$ cat src/rtl/pixie_dma_ctrl.sv
// Pixie-style display DMA front end: line/frame timing, DMAO/INT/EFx, and framebuffer capture of DMA bytes.
// Build macro PIXIE_DMA_STATS_EN adds the dma_short / dma_frames statistics outputs.
module pixie_dma_ctrl #(
    parameter int BYTES_PER_LINE    = 14,
    parameter int LINES_PER_FRAME   = 262,
    parameter int DMA_BYTES         = 8,
    parameter int FIRST_ACTIVE_LINE = 80,
    parameter int ACTIVE_LINES      = 128,
    parameter int INT_LEAD          = 2,
    parameter int EF_LEAD           = 4,
    parameter int ADDR_W            = 10
) (
    input  logic              clk,
    input  logic              reset,
    input  logic              clk_enable,
    input  logic [1:0]        SC,
    input  logic              disp_on,
    input  logic              disp_off,
    input  logic [1:0]        line_repeat,
    input  logic [ADDR_W-1:0] base_addr,
    input  logic [7:0]        data_in,
    output logic              DMAO,
    output logic              INT,
    output logic              EFx,
    output logic [ADDR_W-1:0] mem_addr,
    output logic [7:0]        mem_data,
    output logic              mem_wr_en,
    output logic              line_start,
`ifdef PIXIE_DMA_STATS_EN
    output logic              frame_start,
    output logic              dma_short,
    output logic [7:0]        dma_frames
`else
    output logic              frame_start
`endif
);
    localparam int H_W = $clog2(BYTES_PER_LINE);
    localparam int V_W = $clog2(LINES_PER_FRAME);
    localparam int X_W = $clog2(DMA_BYTES + 1);
    localparam int LAST_ACTIVE = FIRST_ACTIVE_LINE + ACTIVE_LINES - 1;

    function automatic logic in_range(input int v, input int lo, input int hi);
        return (v >= lo) && (v <= hi);
    endfunction

    logic [H_W-1:0]    h_cnt_reg, h_next;
    logic [V_W-1:0]    v_cnt_reg, v_next;
    logic              enabled_reg, enabled_next;
    logic [ADDR_W-1:0] addr_cnt_reg, addr_next, addr_step;
    logic [ADDR_W-1:0] row_start_reg, row_next;
    logic [2:0]        rep_cnt_reg, rep_next, rep_limit;
    logic [1:0]        rep_sel_reg, rep_sel_next;
    logic [X_W-1:0]    xfer_cnt_reg, xfer_next, xfer_step;

    logic              dmao_reg, int_reg, efx_reg, wr_en_reg, line_start_reg, frame_start_reg;
    logic              dmao_next, int_next, efx_next;
    logic [ADDR_W-1:0] mem_addr_reg;
    logic [7:0]        mem_data_reg;

    logic h_wrap, v_wrap, active, dma_hit;

    always_comb begin
        h_wrap    = (h_cnt_reg == H_W'(BYTES_PER_LINE - 1));
        v_wrap    = h_wrap && (v_cnt_reg == V_W'(LINES_PER_FRAME - 1));
        active    = in_range(int'(v_cnt_reg), FIRST_ACTIVE_LINE, LAST_ACTIVE);
        dma_hit   = (SC == 2'b10) && enabled_reg && active && (xfer_cnt_reg < X_W'(DMA_BYTES));
        // repeat-1 for the 1/2/4/8 modes
        rep_limit = {rep_sel_reg == 2'b11, rep_sel_reg[1], |rep_sel_reg};
        addr_step = addr_cnt_reg + ADDR_W'(dma_hit);
        xfer_step = xfer_cnt_reg + X_W'(dma_hit);

        h_next       = h_wrap ? '0 : h_cnt_reg + H_W'(1);
        v_next       = v_cnt_reg;
        addr_next    = addr_step;
        row_next     = row_start_reg;
        rep_next     = rep_cnt_reg;
        rep_sel_next = rep_sel_reg;
        xfer_next    = xfer_step;

        if (h_wrap) begin
            v_next    = v_wrap ? '0 : v_cnt_reg + V_W'(1);
            xfer_next = '0;
            if (active) begin
                if (rep_cnt_reg < rep_limit) begin
                    rep_next  = rep_cnt_reg + 3'd1;
                    addr_next = row_start_reg;
                end else begin
                    rep_next = 3'd0;
                    row_next = addr_step;
                end
            end
        end
        if (v_wrap) begin
            rep_sel_next = line_repeat;
            addr_next    = base_addr;
            row_next     = base_addr;
            rep_next     = 3'd0;
        end

        enabled_next = disp_off ? 1'b0 : (disp_on ? 1'b1 : enabled_reg);

        // Output flags describe the counter state that holds after this machine cycle.
        dmao_next = !(enabled_next && in_range(int'(v_next), FIRST_ACTIVE_LINE, LAST_ACTIVE)
                      && in_range(int'(h_next), 1, DMA_BYTES));
        int_next  = enabled_next && in_range(int'(v_next), FIRST_ACTIVE_LINE - INT_LEAD,
                                             FIRST_ACTIVE_LINE - 1);
        efx_next  = !(in_range(int'(v_next), FIRST_ACTIVE_LINE - EF_LEAD, FIRST_ACTIVE_LINE - 1)
                      || in_range(int'(v_next), LAST_ACTIVE - EF_LEAD + 1, LAST_ACTIVE));
    end

    always_ff @(posedge clk or posedge reset) begin
        if (reset) begin
            h_cnt_reg       <= '0;
            v_cnt_reg       <= '0;
            enabled_reg     <= 1'b0;
            addr_cnt_reg    <= '0;
            row_start_reg   <= '0;
            rep_cnt_reg     <= 3'd0;
            rep_sel_reg     <= 2'b00;
            xfer_cnt_reg    <= '0;
            dmao_reg        <= 1'b1;
            int_reg         <= 1'b0;
            efx_reg         <= 1'b1;
            wr_en_reg       <= 1'b0;
            mem_addr_reg    <= '0;
            mem_data_reg    <= 8'd0;
            line_start_reg  <= 1'b0;
            frame_start_reg <= 1'b0;
        end else begin
            wr_en_reg       <= 1'b0;
            line_start_reg  <= 1'b0;
            frame_start_reg <= 1'b0;
            if (clk_enable) begin
                h_cnt_reg       <= h_next;
                v_cnt_reg       <= v_next;
                enabled_reg     <= enabled_next;
                addr_cnt_reg    <= addr_next;
                row_start_reg   <= row_next;
                rep_cnt_reg     <= rep_next;
                rep_sel_reg     <= rep_sel_next;
                xfer_cnt_reg    <= xfer_next;
                dmao_reg        <= dmao_next;
                int_reg         <= int_next;
                efx_reg         <= efx_next;
                wr_en_reg       <= dma_hit;
                line_start_reg  <= h_wrap;
                frame_start_reg <= v_wrap;
                if (dma_hit) begin
                    mem_addr_reg <= addr_cnt_reg;
                    mem_data_reg <= data_in;
                end
            end
        end
    end

    assign DMAO        = dmao_reg;
    assign INT         = int_reg;
    assign EFx         = efx_reg;
    assign mem_addr    = mem_addr_reg;
    assign mem_data    = mem_data_reg;
    assign mem_wr_en   = wr_en_reg;
    assign line_start  = line_start_reg;
    assign frame_start = frame_start_reg;

`ifdef PIXIE_DMA_STATS_EN
    logic       dma_short_reg;
    logic [7:0] dma_frames_reg;
    logic       short_line;

    assign short_line = h_wrap && active && (xfer_step != '0) && (xfer_step < X_W'(DMA_BYTES));

    always_ff @(posedge clk or posedge reset) begin
        if (reset) begin
            dma_short_reg  <= 1'b0;
            dma_frames_reg <= 8'd0;
        end else if (clk_enable) begin
            if (disp_on)
                dma_short_reg <= 1'b0;
            else if (short_line)
                dma_short_reg <= 1'b1;
            if (v_wrap && enabled_reg)
                dma_frames_reg <= dma_frames_reg + 8'd1;
        end
    end

    assign dma_short  = dma_short_reg;
    assign dma_frames = dma_frames_reg;
`endif
endmodule

$ cat config.mk
export PLATFORM = sky130hd
export DESIGN_NAME = pixie_dma_ctrl
export DESIGN_NICKNAME = d
export VERILOG_FILES = /design/src/rtl/pixie_dma_ctrl.sv
export SDC_FILE = /design/constraint.sdc
export NUM_CORES = 1
export LEC_CHECK = 0
export ABC_AREA = 0
export BUFFER_PORTS_ARGS = -buffer_cell sky130_fd_sc_hd__buf_2
export CAP_MARGIN = 20
export CORE_MARGIN = 2
export CORE_UTILIZATION = 50
export DETAILED_ROUTE_END_ITERATION = 10
export HOLD_SLACK_MARGIN = 0.05
export PLACE_DENSITY = 0.71
export SLEW_MARGIN = 0
export SYNTH_ARGS = -nofsm -noshare
export SYNTH_HDL_FRONTEND = slang
export SYNTH_SLANG_ARGS = --single-unit
$ cat constraint.sdc
create_clock -name clk -period 6.83 [get_ports clk]
set_input_delay 0.3415 -clock clk [delete_from_list [all_inputs] [get_ports clk]]
set_output_delay 0.3415 -clock clk [all_outputs]
set_load 0.005 [all_outputs]
==> flow_summary.json <==
{
  "die_h_um": 89.5,
  "cpLargestDelayFamily": "compound AO/OA/AOI/OAI gates",
  "syn_inst": 349,
  "max_freq_mhz": 353,
  "syn2layout_area_growth_pct": 13.5,
  "finalPower_mw": 1.08,
  "grt_first_pass_wirelength_mm": 12.7,
  "hold_viol_final": 0,
  "first_pass_iters": 4,
  "async_flop_share_pct": 100,
  "power.density_nw_per_um2": 260,
  "row_count": 31,
  "cp_max_fo": 11,
  "finalMaxSlewViolations": 0,
  "setup_viol_count_final": 0,
  "holdWs_ns": 0.221,
  "track_usage_pct": 21.2,
  "grt_pass1_vias": 2576,
  "finalNetCount": 429,
  "fin_area_um2": 4150,
  "postPlaceCellArea_um2": 3920,
  "initial_utilization_pct": 51.0,
  "grt_max_degree": 68,
  "drtAntennaViolNets": 0,
  "critPathMaxStageDelay_ns": 0.53,
  "ir_drop_mv": 0.118,
  "crit_top_cell": "ha_1",
  "switching_power_mw": 0.336,
  "yosysUniqueCellTypes": 56,
  "post_cts_buffers": 0,
  "cp.arrival_ns": 3.04,
  "end_kind": "flop",
  "ys_seq_area_share_pct": 45.9,
  "core-area_um2": 7180,
  "hpwlAfterDp_mm": 5.34,
  "initialDrtViolationCount": 152,
  "seqPwrFrac_pct": 45.7,
  "intPower_mw": 0.742,
  "dieWidth_um": 89.5,
  "synth_top_family_by_area": "simple AND/OR/NAND/NOR gates",
  "fin_skew_ns": 0.0105,
  "place_congestion": 0.835,
  "synth_largest_area_cell": "dfrtp_1",
  "critPathRequiredTime_ns": 7.04,
  "antenna_found_initial": 0,
  "vias_per_cell": 5.63,
  "leakage_nw": 1.97,
  "antenna_cells": 0,
  "synth-main-ff-cell": "dfrtp_1",
  "drv_cap": 0,
  "numCtsBuffers": 9,
  "postCtsResizedCells": 0,
  "port-buffer-count": 50,
  "synth.top_cell.area_share_pct": 44.5,
  "status": "completed",
  "synth_compound_gate_area_share_pct": 15.9,
  "synth-edff-count": 0,
  "clockPowerShare_pct": 35.8,
  "ys_warn_count": 0,
  "rsz0062_at_grt": "false",
  "cts_buffer_depth": 2,
  "routed_wl_mm": 7.91,
  "crit_path_start_kind": "flop",
  "htree_levels": 3,
  "synthTopCellsByArea": "dfrtp_1 44%, mux2_2 7.1%, ha_1 3.4%",
  "worstMarginPinSlew_ns": 1.09,
  "syn_avg_cell_area_um2": 10.5,
  "relSlewSlack_pct": 27.4,
  "synthSimpleGateAreaFrac_pct": 18.5,
  "clk_pin_slew_ns": 0.08,
  "p_sw_share_pct": 31.2,
  "multiInputGateArea_um2": 1810,
  "synth_adder_area_share_pct": 3.42,
  "crit_slowest_cell": "dfrtp_1",
  "cp_num_buf_inv": 1,
  "root_buffer": "clkbuf_8",
  "via_count": 2793,
  "regArea_um2": 1680,
  "crit_type": "flop to flop",
  "gr-total-overflow": 0,
  "cts_num_sinks": 67,
  "fin_crit_ns": 2.83,
  "power_frac_comb_pct": 18.5,
  "cts_tree": "yes",
  "synth-seq-cells": 67,
  "die_area_um2": 8020,
  "hold_class": "primary input to flop",
  "wl_per_cell_um": 15.9,
  "synth_mux_area_share_pct": 8.17,
  "setup-tns-final_ns": 0,
  "layout-drive-gt1-share_pct": 29.2,
  "pin_count": 51,
  "fill_cells": 596,
  "insertion_delay_ns": 0.35,
  "synthXorXnorAreaFrac_pct": 3.59,
  "drc": 0,
  "worstPathCellList": "nand4_1, o211ai_1, a21oi_1, and2_1, ha_1, ha_1, inv_1, nor2_1, xnor2_1, nand3_2, o21ai_2, a2bb2oi_2",
  "ctsHoldBuffers": 0,
  "post-route-period-util_pct": 41.5,
  "syn_area_um2": 3660,
  "synth_fp_nets": 386
}
power by group through the flow:
stage,clock network (mW),logic [mW],registers [mW]
final,0.386,0.199,0.493
after global routing,0.413,0.224,0.500
after CTS,0.392,0.200,0.491
after detailed placement,0,0.197,0.499
after global placement,0,0.191,0.496
after floorplan,0,0.177,0.471
layout make-up:
class,instances,area share [%]
clock buffer,11,3.65
clock inverter,5,2.02
inverter,10,0.904
multi-input combinational,252,43.6
sequential,67,40.4
tap,99,2.98
timing repair buffer,52,6.39
routing by layer:
metal  routed length [um]  track usage, %
met3                  362            5.82
met1                 3820            30.0
met2                 3630            30.6
met5                    0               0
met4                  102            8.41
synth_stat cells, types with 5 or more instances:
library cell  number
nand3_1           17
nand3_2            6
dfrtp_1           65
mux2_2            23
nor2_1            18
ha_1              10
a2bb2oi_1          5
and2_1             5
o21ai_0           25
buf_2              5
xnor2_1           10
xor2_1             5
clkbuf_1           8
o21ai_2            5
nand2_1           26
and3_1             9
nor3_1             6
a21oi_1           18
a2bb2oi_2          5
inv_1              9
worst reg2reg max path: stages (launching register included):
cell,delay [ns]
dfrtp_1,0.53
nand4_1,0.24
o211ai_1,0.33
a21oi_1,0.19
and2_1,0.19
ha_1,0.23
ha_1,0.26
inv_1,0.07
nor2_1,0.05
xnor2_1,0.28
nand3_2,0.12
o21ai_2,0.12
a2bb2oi_2,0.08
stage by stage:
| step | instances | setup slack (ns) | utilization (%) |
|---|---|---|---|
| floorplan | 349 | 4.41 | - |
| global placement | 480 | 4.12 | 54.6 |
| detailed placement | 480 | 4.06 | 54.6 |
| CTS | 496 | 4.03 | 57.9 |
| finish | 496 | 4.00 | 57.9 |
| global route | 496 | 3.72 | 57.9 |
logic make-up after synthesis:
logic type / Yosys count
adder cells (fa/ha/maj): 10
XOR/XNOR: 15
AO/OA/AOI/OAI: 85
flip-flops: 67
AND/OR/NAND/NOR: 115
multiplexers: 27
buffers and inverters: 30
worst paths after layout:
kind	start	end	slack [ns]	depth (start not counted)
max	v_cnt_reg[2]$_DFFE_PP0P_	row_start_reg[6]$_DFFE_PP0P_	4.00	12
min	line_repeat[0]	rep_sel_reg[0]$_DFFE_PP0P_	0.22	2
max reg2reg	v_cnt_reg[2]$_DFFE_PP0P_	row_start_reg[6]$_DFFE_PP0P_	4.00	12
min reg2reg	INT$_DFFE_PP0P_	INT$_DFFE_PP0P_	0.50	1
max in group asynchronous	reset	addr_cnt_reg[4]$_DFFE_PP0P_	6.05	3
min in group asynchronous	reset	h_cnt_reg[2]$_DFFE_PP0P_	0.24	3
placed cells by master (no fill, tap or decap), types with 3 or more instances in the layout:
cell       synthesis  final
dfrtp_1           65     65
buf_2              5     50
nand2_1           26     26
o21ai_0           25     25
mux2_2            23     23
nor2_1            18     18
a21oi_1           18     18
nand3_1           17     17
clkbuf_8           0     11
xnor2_1           10     10
ha_1              10     10
and3_1             9      9
inv_1              9      8
nand3_2            6      6
nor3_1             6      6
and2_1             5      5
a2bb2oi_1          5      5
o21ai_2            5      5
a2bb2oi_2          5      5
xor2_1             5      5
nand4_1            4      4
nand4b_1           4      4
a31oi_1            4      4
mux2i_1            4      4
o21a_1             3      3
o2bb2ai_1          3      3
o31ai_1            3      3
nand3b_1           3      3
a211oi_1           3      3
and2_0             3      3
(Power assumes the default switching activity.)
